[config.mk]
export PLATFORM = sky130hd
export DESIGN_NAME = dma_priority_arbiter
export DESIGN_NICKNAME = d
export VERILOG_FILES = /design/src/rtl/dma_priority_arbiter.sv
export SDC_FILE = /design/constraint.sdc
export NUM_CORES = 1
export LEC_CHECK = 0
export BUFFER_PORTS_ARGS = -buffer_cell sky130_fd_sc_hd__buf_2
export CAP_MARGIN = 20
export CORE_ASPECT_RATIO = 2
export CORE_MARGIN = 10
export CORE_UTILIZATION = 45
export DETAILED_ROUTE_END_ITERATION = 8
export GPL_ROUTABILITY_DRIVEN = 1
export PLACE_DENSITY = 0.73
export SLEW_MARGIN = 20
export SYNTH_ARGS = -nofsm -noshare
export SYNTH_HDL_FRONTEND = slang
export SYNTH_SLANG_ARGS = --single-unit
[constraint.sdc]
create_clock -name i_clk -period 1.9 [get_ports i_clk]
set_input_delay 0.19 -clock i_clk [delete_from_list [all_inputs] [get_ports i_clk]]
set_output_delay 0.19 -clock i_clk [all_outputs]
set_load 0.01 [all_outputs]
[src/rtl/dma_priority_arbiter.sv]
// dma_priority_arbiter
// Priority arbiter for a small DMA controller. Combines raw DREQ pins (with
// programmable polarity and masking) and software requests, selects a winner
// (fixed or rotating priority), runs the HRQ/HLDA handshake with the CPU and
// drives one-hot DACK with programmable polarity.
// Optional feature: define DMA_ARB_DREQ_SYNC_EN to pass dreq through a
// two-flop synchronizer (two extra cycles of request latency).
module dma_priority_arbiter #(
    parameter int NUM_CH = 4,
    parameter int CH_W   = $clog2(NUM_CH)
) (
    input  logic              i_clk,
    input  logic              i_rst,
    input  logic [NUM_CH-1:0] i_dreq,
    input  logic              i_dreq_sense,
    input  logic              i_dack_sense,
    input  logic [NUM_CH-1:0] i_mask_register,
    input  logic [NUM_CH-1:0] i_request_register,
    input  logic              i_rotating_priority,
    input  logic              i_enable,
    input  logic              i_hlda,
    input  logic              i_tc,
    input  logic              i_release,
    output logic              o_hrq,
    output logic [NUM_CH-1:0] o_dack,
    output logic              o_grant_valid,
    output logic [CH_W-1:0]   o_channel_no,
    output logic [NUM_CH-1:0] o_status_req
);

    typedef enum logic [1:0] {
        ST_IDLE    = 2'd0,
        ST_REQ     = 2'd1,
        ST_SERVICE = 2'd2
    } state_t;

    state_t            r_state;
    logic              r_hrq;
    logic              r_grant_valid;
    logic [CH_W-1:0]   r_channel_no;
    logic [CH_W-1:0]   r_top_pri;
    logic [NUM_CH-1:0] r_status_req;
    logic [NUM_CH-1:0] r_dack;
    // Holds the arbiter in IDLE for one extra cycle after any return to IDLE,
    // so a new HRQ never follows a completion sooner than two cycles later.
    logic              r_cool;

    logic [NUM_CH-1:0] w_dreq;
    logic [NUM_CH-1:0] w_eff_req;
    logic [CH_W-1:0]   w_search_start;
    logic [CH_W-1:0]   w_winner;
    logic [NUM_CH-1:0] w_onehot;
    logic              w_cur_req;
    logic [NUM_CH-1:0] w_dack_act;
    logic [NUM_CH-1:0] w_dack_idle;
    logic [CH_W-1:0]   w_next_top;
    logic [CH_W:0]     w_next_sum;

    // First set bit of req searching upward from start with wrap-around.
    function automatic logic [CH_W-1:0] f_pick(input logic [NUM_CH-1:0] req,
                                               input logic [CH_W-1:0]   start);
        logic [2*NUM_CH-1:0] rot;
        logic [2*NUM_CH-1:0] tmp;
        logic [CH_W-1:0]     off;
        logic [CH_W:0]       sum;
        rot = {req, req} >> start;
        off = {CH_W{1'b0}};
        for (int i = NUM_CH - 1; i >= 0; i--) begin
            tmp = rot >> i;
            if (tmp[0]) begin
                off = CH_W'(i);
            end
        end
        sum = {1'b0, start} + {1'b0, off};
        if (sum >= (CH_W+1)'(NUM_CH)) begin
            sum = sum - (CH_W+1)'(NUM_CH);
        end
        return sum[CH_W-1:0];
    endfunction

`ifdef DMA_ARB_DREQ_SYNC_EN
    logic [NUM_CH-1:0] r_dreq_s1;
    logic [NUM_CH-1:0] r_dreq_s2;

    // Two-flop synchronizer for the asynchronous DREQ pins.
    always_ff @(posedge i_clk) begin
        if (i_rst) begin
            r_dreq_s1 <= {NUM_CH{1'b0}};
            r_dreq_s2 <= {NUM_CH{1'b0}};
        end else begin
            r_dreq_s1 <= i_dreq;
            r_dreq_s2 <= r_dreq_s1;
        end
    end

    assign w_dreq = r_dreq_s2;
`else
    assign w_dreq = i_dreq;
`endif

    assign w_eff_req      = ((w_dreq ^ {NUM_CH{i_dreq_sense}}) & ~i_mask_register)
                            | i_request_register;
    assign w_search_start = i_rotating_priority ? r_top_pri : {CH_W{1'b0}};
    assign w_winner       = f_pick(w_eff_req, w_search_start);
    assign w_onehot       = {{(NUM_CH-1){1'b0}}, 1'b1} << r_channel_no;
    assign w_cur_req      = |(w_eff_req & w_onehot);
    assign w_dack_act     = i_dack_sense ? w_onehot : ~w_onehot;
    assign w_dack_idle    = {NUM_CH{~i_dack_sense}};
    assign w_next_sum     = {1'b0, r_channel_no} + (CH_W+1)'(1);

    // Rotating pointer after completion: channel just served moves to lowest priority.
    always_comb begin
        w_next_top = w_next_sum[CH_W-1:0];
        if (w_next_sum >= (CH_W+1)'(NUM_CH)) begin
            w_next_top = {CH_W{1'b0}};
        end else begin
            w_next_top = w_next_sum[CH_W-1:0];
        end
    end

    // Arbitration FSM with registered handshake, grant and status outputs.
    always_ff @(posedge i_clk) begin
        if (i_rst) begin
            r_state       <= ST_IDLE;
            r_hrq         <= 1'b0;
            r_grant_valid <= 1'b0;
            r_channel_no  <= {CH_W{1'b0}};
            r_top_pri     <= {CH_W{1'b0}};
            r_status_req  <= {NUM_CH{1'b0}};
            r_dack        <= w_dack_idle;
            r_cool        <= 1'b0;
        end else begin
            r_status_req <= w_eff_req;
            case (r_state)
                ST_IDLE: begin
                    r_grant_valid <= 1'b0;
                    r_dack        <= w_dack_idle;
                    if (r_cool) begin
                        r_cool <= 1'b0;
                        r_hrq  <= 1'b0;
                    end else if (i_enable && (w_eff_req != {NUM_CH{1'b0}})) begin
                        r_state      <= ST_REQ;
                        r_channel_no <= w_winner;
                        r_hrq        <= 1'b1;
                    end else begin
                        r_hrq <= 1'b0;
                    end
                end
                ST_REQ: begin
                    if (i_hlda) begin
                        r_state       <= ST_SERVICE;
                        r_grant_valid <= 1'b1;
                        r_dack        <= w_dack_act;
                    end else if (!w_cur_req || !i_enable) begin
                        r_state       <= ST_IDLE;
                        r_hrq         <= 1'b0;
                        r_grant_valid <= 1'b0;
                        r_dack        <= w_dack_idle;
                        r_cool        <= 1'b1;
                    end else begin
                        r_dack <= w_dack_idle;
                    end
                end
                ST_SERVICE: begin
                    if (!i_hlda) begin
                        // CPU took the bus back: abort without rotating priority.
                        r_state       <= ST_IDLE;
                        r_hrq         <= 1'b0;
                        r_grant_valid <= 1'b0;
                        r_dack        <= w_dack_idle;
                        r_cool        <= 1'b1;
                    end else if (i_tc || i_release) begin
                        r_state       <= ST_IDLE;
                        r_hrq         <= 1'b0;
                        r_grant_valid <= 1'b0;
                        r_dack        <= w_dack_idle;
                        r_cool        <= 1'b1;
                        if (i_rotating_priority) begin
                            r_top_pri <= w_next_top;
                        end
                    end else begin
                        r_dack <= w_dack_act;
                    end
                end
                default: begin
                    r_state       <= ST_IDLE;
                    r_hrq         <= 1'b0;
                    r_grant_valid <= 1'b0;
                    r_dack        <= w_dack_idle;
                    r_cool        <= 1'b1;
                end
            endcase
        end
    end

    assign o_hrq         = r_hrq;
    assign o_dack        = r_dack;
    assign o_grant_valid = r_grant_valid;
    assign o_channel_no  = r_channel_no;
    assign o_status_req  = r_status_req;

endmodule

==> key figures, run 1 <==
Run status
  – Outcome: complete, but fails checks
  – Violated checks: setup timing

Yosys
  – Synthesized instance count: 148
  – Area share of the largest cell type after synthesis: 28.4%
  – Sequential area share after synthesis: 28.4%
  – EDFF count, synth: 0
  – Synth cell types: 45
  – Synth Area per Inst: 8.09 um^2
  – Async S/R FF share, synth: 0%
  – Predominant post-synthesis flop cell: dfxtp_1
  – Synthesized flop and latch total: 17
  – Synth top area cells: dfxtp_1 28%, ha_1 9.4%, o21ai_0 5.4%, nor2_1 5.3%, a21oi_1 5.0%
  – Synth cell count leaders: 17 x dfxtp_1, 17 x nor2_1, 14 x nand2_1
  – Syn_nets: 178
  – Ys Warns: 0
  – Synth area leader: dfxtp_1
  – Synth Cell Area: 1200 um^2

Floorplanning
  – Die width: 56.5 um
  – Ports: 33
  – FP Rows: 26
  – Die H: 93.0 um
  – Die Footprint: 5250 um^2
  – Area of the core: 2570 um^2
  – Starting Density: between 40% and 50%

STA
  – Slew @ Worst Pin: ~0.67 ns
  – Minimum clock period: 1.90 ns
  – Final worst setup slack: -0.00146 ns
  – Final slew viol count: 0
  – Worst relative slew slack: 55.0%
  – Worst Skew: slightly above 0.003 ns
  – RSZ-0062 raised after global routing: yes
  – Fmax: 526 MHz
  – # setup viols final: 1
  – Final Cycle Share: 100%
  – Fin. Hold Viols: 0

Place
  – Pre-CTS WS: -0.205 ns
  – GP Congestion: 0.946
  – Area after DPL: 1530 um^2
  – Dpl cells: 225
  – DP Wirelength: 3100 um
  – IO buf count: 32

Setup path
  – Worst Path Required: 2.09 ns
  – CP Cell Sequence: buf_4 > ha_4 > a222oi_1 > o31a_1 > nand3_1 > o21ba_1 > or3_1 > a21oi_2
  – Crit path from: o_channel_no[1]$_SDFFE_PP0P_
  – Critical path buffers and inverters: 1
  – Worst-path maximum fanout: 4
  – Register-to-register setup slack: -0.001 ns
  – Critical Path End Type: flip-flop
  – R2R cell count: 8
  – CP Launch Type: flip-flop
  – Setup CP Type: reg -> reg
  – R2r startpoint: o_channel_no[1]$_SDFFE_PP0P_
  – Largest delay share family, worst path: compound AO/OA/AOI/OAI gates
  – CP arrival: 2.09 ns
  – Crit path max-delay cell type: dfxtp_4
  – Crit path largest cell delay: ~0.36 ns
  – WP depth: 8
  – Critical Path Sink: r_cool$_SDFFE_PP0P_
  – Worst R2R End: r_cool$_SDFFE_PP0P_

Final layout
  – Final Util: around 65%
  – Fraction of layout cells with a size suffix above 1: 38.7%
  – # diodes: 0
  – Layout Cells excl Fill: 232
  – Design area: 1660 um^2
  – Layout net count: between 200 and 250
  – Area grow syn2layout: 38.6%

Detailed routing
  – Wire length per cell: ~17 um
  – ANT nets after route: 0
  – DRC viols: 0
  – DRT iter0 DRCs: 49
  – Vias per cell: approximately 5.7
  – Via count: approximately 1,300
  – DRT Wirelength: roughly 3900 um
  – DR pass1 iterations: 6

Power and ir drop
  – Overall power: 0.00104 W
  – Leakage: 0.763 nW
  – PwrDens: between 600 and 700 nW/um^2
  – Peak supply drop: 0.481 mV

Min path
  – Worst min-delay path category: in -> reg

Global routing
  – GR Util All Layers: 14.0%
  – Grt total ovfl: 0
  – Antenna violations before repair: 0
  – Number of global-route vias before repair: 1,418
  – First-pass GRT wire length: 6170 um
  – Largest net degree at the start of global routing: 18

Clock tree
  – CTS buffer count: 3
  – CTS Buffer Depth: 2
  – Worst-Skew Late Latency: 0.25 ns
  – Clk pin slew, worst setup/hold paths: 0.07 ns
  – TritonCTS clock tree: yes
  – H-tree depth: 1
  – Clock sinks: 17
  – Clock root cell: clkbuf_8

Job
  – Max Cap Violations: 0
how the worst min path moves through the flow:
stage                             from                end  slack (ns)  cells past startpoint
after floorplan           i_dack_sense  o_dack[0]$_DFF_P_        0.30                      1
after global placement    i_dack_sense  o_dack[2]$_DFF_P_        0.44                      2
after detailed placement  i_dack_sense  o_dack[3]$_DFF_P_        0.45                      2
after CTS                 i_dack_sense  o_dack[3]$_DFF_P_        0.18                      2
after global routing      i_dack_sense  o_dack[3]$_DFF_P_        0.19                      2
final                     i_dack_sense  o_dack[3]$_DFF_P_        0.20                      2
power breakdown:
group | switching, W | leakage [nW] | internal, W | total [W]
sequential | 0.0000153 | 0.142 | 0.000387 | 0.000402
clock | 0.000123 | 0.0228 | 0.000149 | 0.000272
combinational | 0.000198 | 0.598 | 0.000164 | 0.000361
state kept, by name, summed over array words and instances (netlist names):
register / count
o_grant_valid: 1
r_top_pri: 2
o_status_req: 4
r_state: 2
o_dack: 4
o_hrq: 1
o_channel_no: 2
r_cool: 1
metrics by stage:
stage	hold WS (ns)	TNS, ns
after detailed placement	0.451	-0.517
final	0.195	-0.00146
after CTS	0.184	-0.0117
after global placement	0.443	-0.101
after global routing	0.194	-0.215
after floorplan	0.301	-0.00437
final cells by class:
type / count / area, um^2
flip-flops and latches: 17 / 348
well taps: 28 / 35.0
inverters: 9 / 33.8
multi-input cells: 119 / 862
clock buffers: 4 / 45.0
fillers: 226 / 911
repair buffers: 55 / 335
cells by family (layout without fill, tap and decap cells):
family / count (synthesis) / after routing / share of synthesized area (%)
AOI/OAI and AO/OA: 52 / 52 / 30.5
and+or+nand+nor: 49 / 49 / 19.9
DFF: 17 / 17 / 28.4
buffers and inverters: 12 / 68 / 4.39
adders and majority gates: 9 / 9 / 9.40
xor gates and xnor gates: 7 / 7 / 5.75
muxes: 2 / 2 / 1.67
cells in the final DEF, fill, tap and decap left out, types with 2 or more instances in the layout:
cell type | netlist | layout
a211oi_1 | 2 | 2
a21oi_1 | 12 | 11
buf_2 | 0 | 31
buf_4 | 0 | 24
clkbuf_8 | 0 | 3
dfxtp_1 | 17 | 15
dfxtp_4 | 0 | 2
ha_1 | 9 | 6
ha_4 | 0 | 2
inv_1 | 9 | 7
inv_2 | 0 | 2
mux2i_1 | 2 | 2
nand2_1 | 14 | 14
nand2b_1 | 2 | 2
nand3_1 | 5 | 5
nor2_1 | 17 | 16
o21ai_0 | 13 | 9
o21ai_1 | 4 | 7
o21ba_1 | 2 | 2
o21bai_1 | 2 | 2
o41ai_2 | 1 | 2
or3_1 | 2 | 2
xnor2_1 | 3 | 3
xor2_1 | 3 | 2
layer usage:
metal | share of wire (%) | track usage [%] | wire (um)
met4 | 2.9 | 7.06 | 112
met2 | 56 | 27.7 | 2170
met1 | 35 | 11.9 | 1340
met5 | 0 | 0 | 0
met3 | 6.2 | 4.10 | 240
repair_timing:
action	in CTS	in global routing
hold endpoints to repair	0	0
hold buffers	0	0
setup endpoints to repair	3	6
gates resized for setup	10	11
setup buffers	3	0
pin swaps	6	6
worst register-to-register path: cells and delay by family (launching register included):
| kind | cells | cell delay, ns |
|---|---|---|
| simple gates | 2 | 0.41 |
| flops | 1 | 0.36 |
| fa+ha+maj | 1 | 0.16 |
| buf+inv | 1 | 0.15 |
| compound gates | 4 | 0.75 |
(Power assumes the default switching activity.)
==> run 2, diff against run 1 <==
- RECOVER_POWER: not set -> 25
==> key figures, run 2 (synthesized netlist as in run 1, its figures left out) <==
Final layout
  – # diodes: 0 (unchanged)
  – Filler cells: 229 (+1.3%)
  – Most frequent cells in the layout: 27 x buf_2, 24 x buf_4, 16 x nor2_1
  – Layout net count: 235 (unchanged)
  – Layout Cells excl Fill: 232 (unchanged)
  – Fraction of layout cells with a size suffix above 1: 35.8% (-2.9 points)
  – Area grow syn2layout: 37.5%
  – Area of the multi-input gates: 855 um^2 (-0.87%)
  – Register area: 348 um^2 (unchanged)
  – Design area: 1650 um^2 (-0.75%)
  – Commonest non-fill, non-tap cell in the layout: buf_2

Power and ir drop
  – Leakage: 0.749 nW (-1.8%)
  – Pint: 0.000696 W (-0.52%)
  – Sw frac: 32.6% (+0.10 points)
  – Clock network power share: 26.4% (about the same)
  – Logic pwr share: 34.6% (-0.3 points)
  – Peak supply drop: 0.481 mV (about the same)
  – PwrDens: 627 nW/um^2 (+0.39%)
  – Net Switching: 0.000336 W (about the same)
  – Register share of total power: 39.0% (+0.2 points)

Floorplanning
  – Ports: 33 (unchanged)
  – Die Footprint: 5250 um^2 (unchanged)
  – Area of the core: 2570 um^2 (unchanged)
  – Die width: 56.5 um (unchanged)
  – Die H: 93.0 um (unchanged)
  – FP Rows: 26 (unchanged)
  – Starting Density: 46.6% (unchanged)

STA
  – Hold_ws: 0.195 ns (unchanged)
  – RSZ-0062 raised after global routing: yes
  – Fmax: 526 MHz (about the same)
  – Slew @ Worst Pin: 0.669 ns (-0.00460 ns)
  – # setup viols final: 1 (unchanged)
  – Worst relative slew slack: 55.3% (+0.31 points)
  – Minimum clock period: 1.90 ns (+0.000210 ns)
  – Final Cycle Share: 100% (about the same)
  – Final worst setup slack: -0.00167 ns (-0.000210 ns)
  – Fin. Hold Viols: 0 (unchanged)
  – Final slew viol count: 0 (unchanged)
  – Worst Skew: 0.00308 ns (-0.0000179 ns)

Detailed routing
  – Via count: 1,319 (-0.45%)
  – DR pass1 iterations: 6 (unchanged)
  – DRC viols: 0 (unchanged)
  – DRT Wirelength: 3870 um (+0.10%)
  – Vias per cell: 5.69 (-0.45%)
  – DRT iter0 DRCs: 49 (unchanged)
  – Wire length per cell: 16.7 um (+0.10%)
  – ANT nets after route: 0 (unchanged)

Place
  – IO buf count: 32 (unchanged)
  – DP Wirelength: 3100 um (unchanged)
  – GP Congestion: 0.946 (unchanged)
  – Dpl cells: 225 (unchanged)
  – Area after DPL: 1530 um^2 (unchanged)

Clock tree
  – Clk pin slew, worst setup/hold paths: 0.07 ns (about the same)
  – Cts hold-fix bufs: 0 (unchanged)
  – CTS buffer count: 3 (unchanged)
  – CTS Buffer Depth: 2 (unchanged)
  – Worst-Skew Late Latency: 0.25 ns (about the same)
  – Clock sinks: 17 (unchanged)
  – TritonCTS clock tree: yes
  – Clock root cell: clkbuf_8
  – H-tree depth: 1 (unchanged)

Setup path
  – Crit path max-delay cell type: dfxtp_4
  – Setup CP Type: reg -> reg
  – Worst-path maximum fanout: 4 (unchanged)
  – Worst Path Required: 2.09 ns (about the same)
  – CP Launch Type: flip-flop
  – CP Cell Sequence: buf_4 > ha_4 > a222oi_1 > o31a_1 > nand3_1 > o21ba_1 > or3_1 > a21oi_2
  – CP arrival: 2.09 ns (about the same)
  – Critical Path End Type: flip-flop
  – Crit path largest cell delay: 0.36 ns (about the same)

Global routing
  – Antenna violations before repair: 0 (unchanged)
  – First-pass GRT wire length: 6170 um (unchanged)
  – Grt total ovfl: 0 (unchanged)
  – Number of global-route vias before repair: 1,418 (unchanged)
  – GR Util All Layers: 14.0% (unchanged)
  – Largest net degree at the start of global routing: 18 (unchanged)

Job
  – Max Cap Violations: 0 (unchanged)

Run status
  – Violated checks: setup timing
  – Outcome: complete, but fails checks

Min path
  – Worst min-delay path category: in -> reg
-- run 2: power by group through the flow --
stage	Combinational, W	Clock [W]	Sequential [W]
2_1_floorplan	0.000173	0	0.000422
3_3_place_gp	0.000320	0	0.000407
3_5_place_dp	0.000333	0	0.000408
4_1_cts	0.000349	0.000273	0.000401
5_1_grt	0.000391	0.000291	0.000405
6_report	0.000357	0.000272	0.000402
-- run 2: layout make-up --
class	count	share of cell area (%)
repair buffers	55	20.1
flip-flops and latches	17	21.1
inverters	9	2.05
clock buffers	4	2.74
multi-input cells	119	51.9
well taps	28	2.13
-- run 2: path summary, 6_finish.rpt --
check	start	endpoint	slack, ns	cells past startpoint
max	o_channel_no[1]$_SDFFE_PP0P_	r_cool$_SDFFE_PP0P_	-0.002	8
min	i_dack_sense	o_dack[3]$_DFF_P_	0.20	2
max reg2reg	o_channel_no[1]$_SDFFE_PP0P_	r_cool$_SDFFE_PP0P_	-0.002	8
min reg2reg	o_grant_valid$_SDFFE_PP0P_	o_grant_valid$_SDFFE_PP0P_	0.48	2
-- run 2: metal layers --
metal | vias to the layer above | share of wire, % | global-route usage, % | wire length, um
met4 | 0 | 2.9 | 7.06 | 112
li1 | 645 | - | - | -
met1 | 619 | 35 | 11.9 | 1360
met5 | - | 0 | 0 | 0
met3 | 10 | 6.0 | 4.10 | 231
met2 | 45 | 56 | 27.7 | 2170
-- run 2: critical path: cells and delay by family (launching register included) --
family	cells	cell delay, ns
flops	1	0.36
buf+inv	1	0.15
simple gates	2	0.41
fa+ha+maj	1	0.16
compound gates	4	0.75
-- run 2: timing repair --
action,in CTS,in global routing
resized for setup,10,11
setup endpoints to repair,3,6
pin swaps,6,6
buffers inserted,3,0
cloned,0,0
-- run 2: per-stage QoR --
stage          utilization [%]  TNS (ns)  worst slack, ns  total power [W]
4_1_cts                   63.5   -0.0117          -0.0117          0.00102
2_1_floorplan                -  -0.00437         -0.00437         0.000595
3_5_place_dp              59.4    -0.517           -0.205         0.000742
6_report                  64.1  -0.00167         -0.00167          0.00103
5_1_grt                   64.1    -0.249          -0.0806          0.00109
3_3_place_gp              59.4    -0.101          -0.0862         0.000728
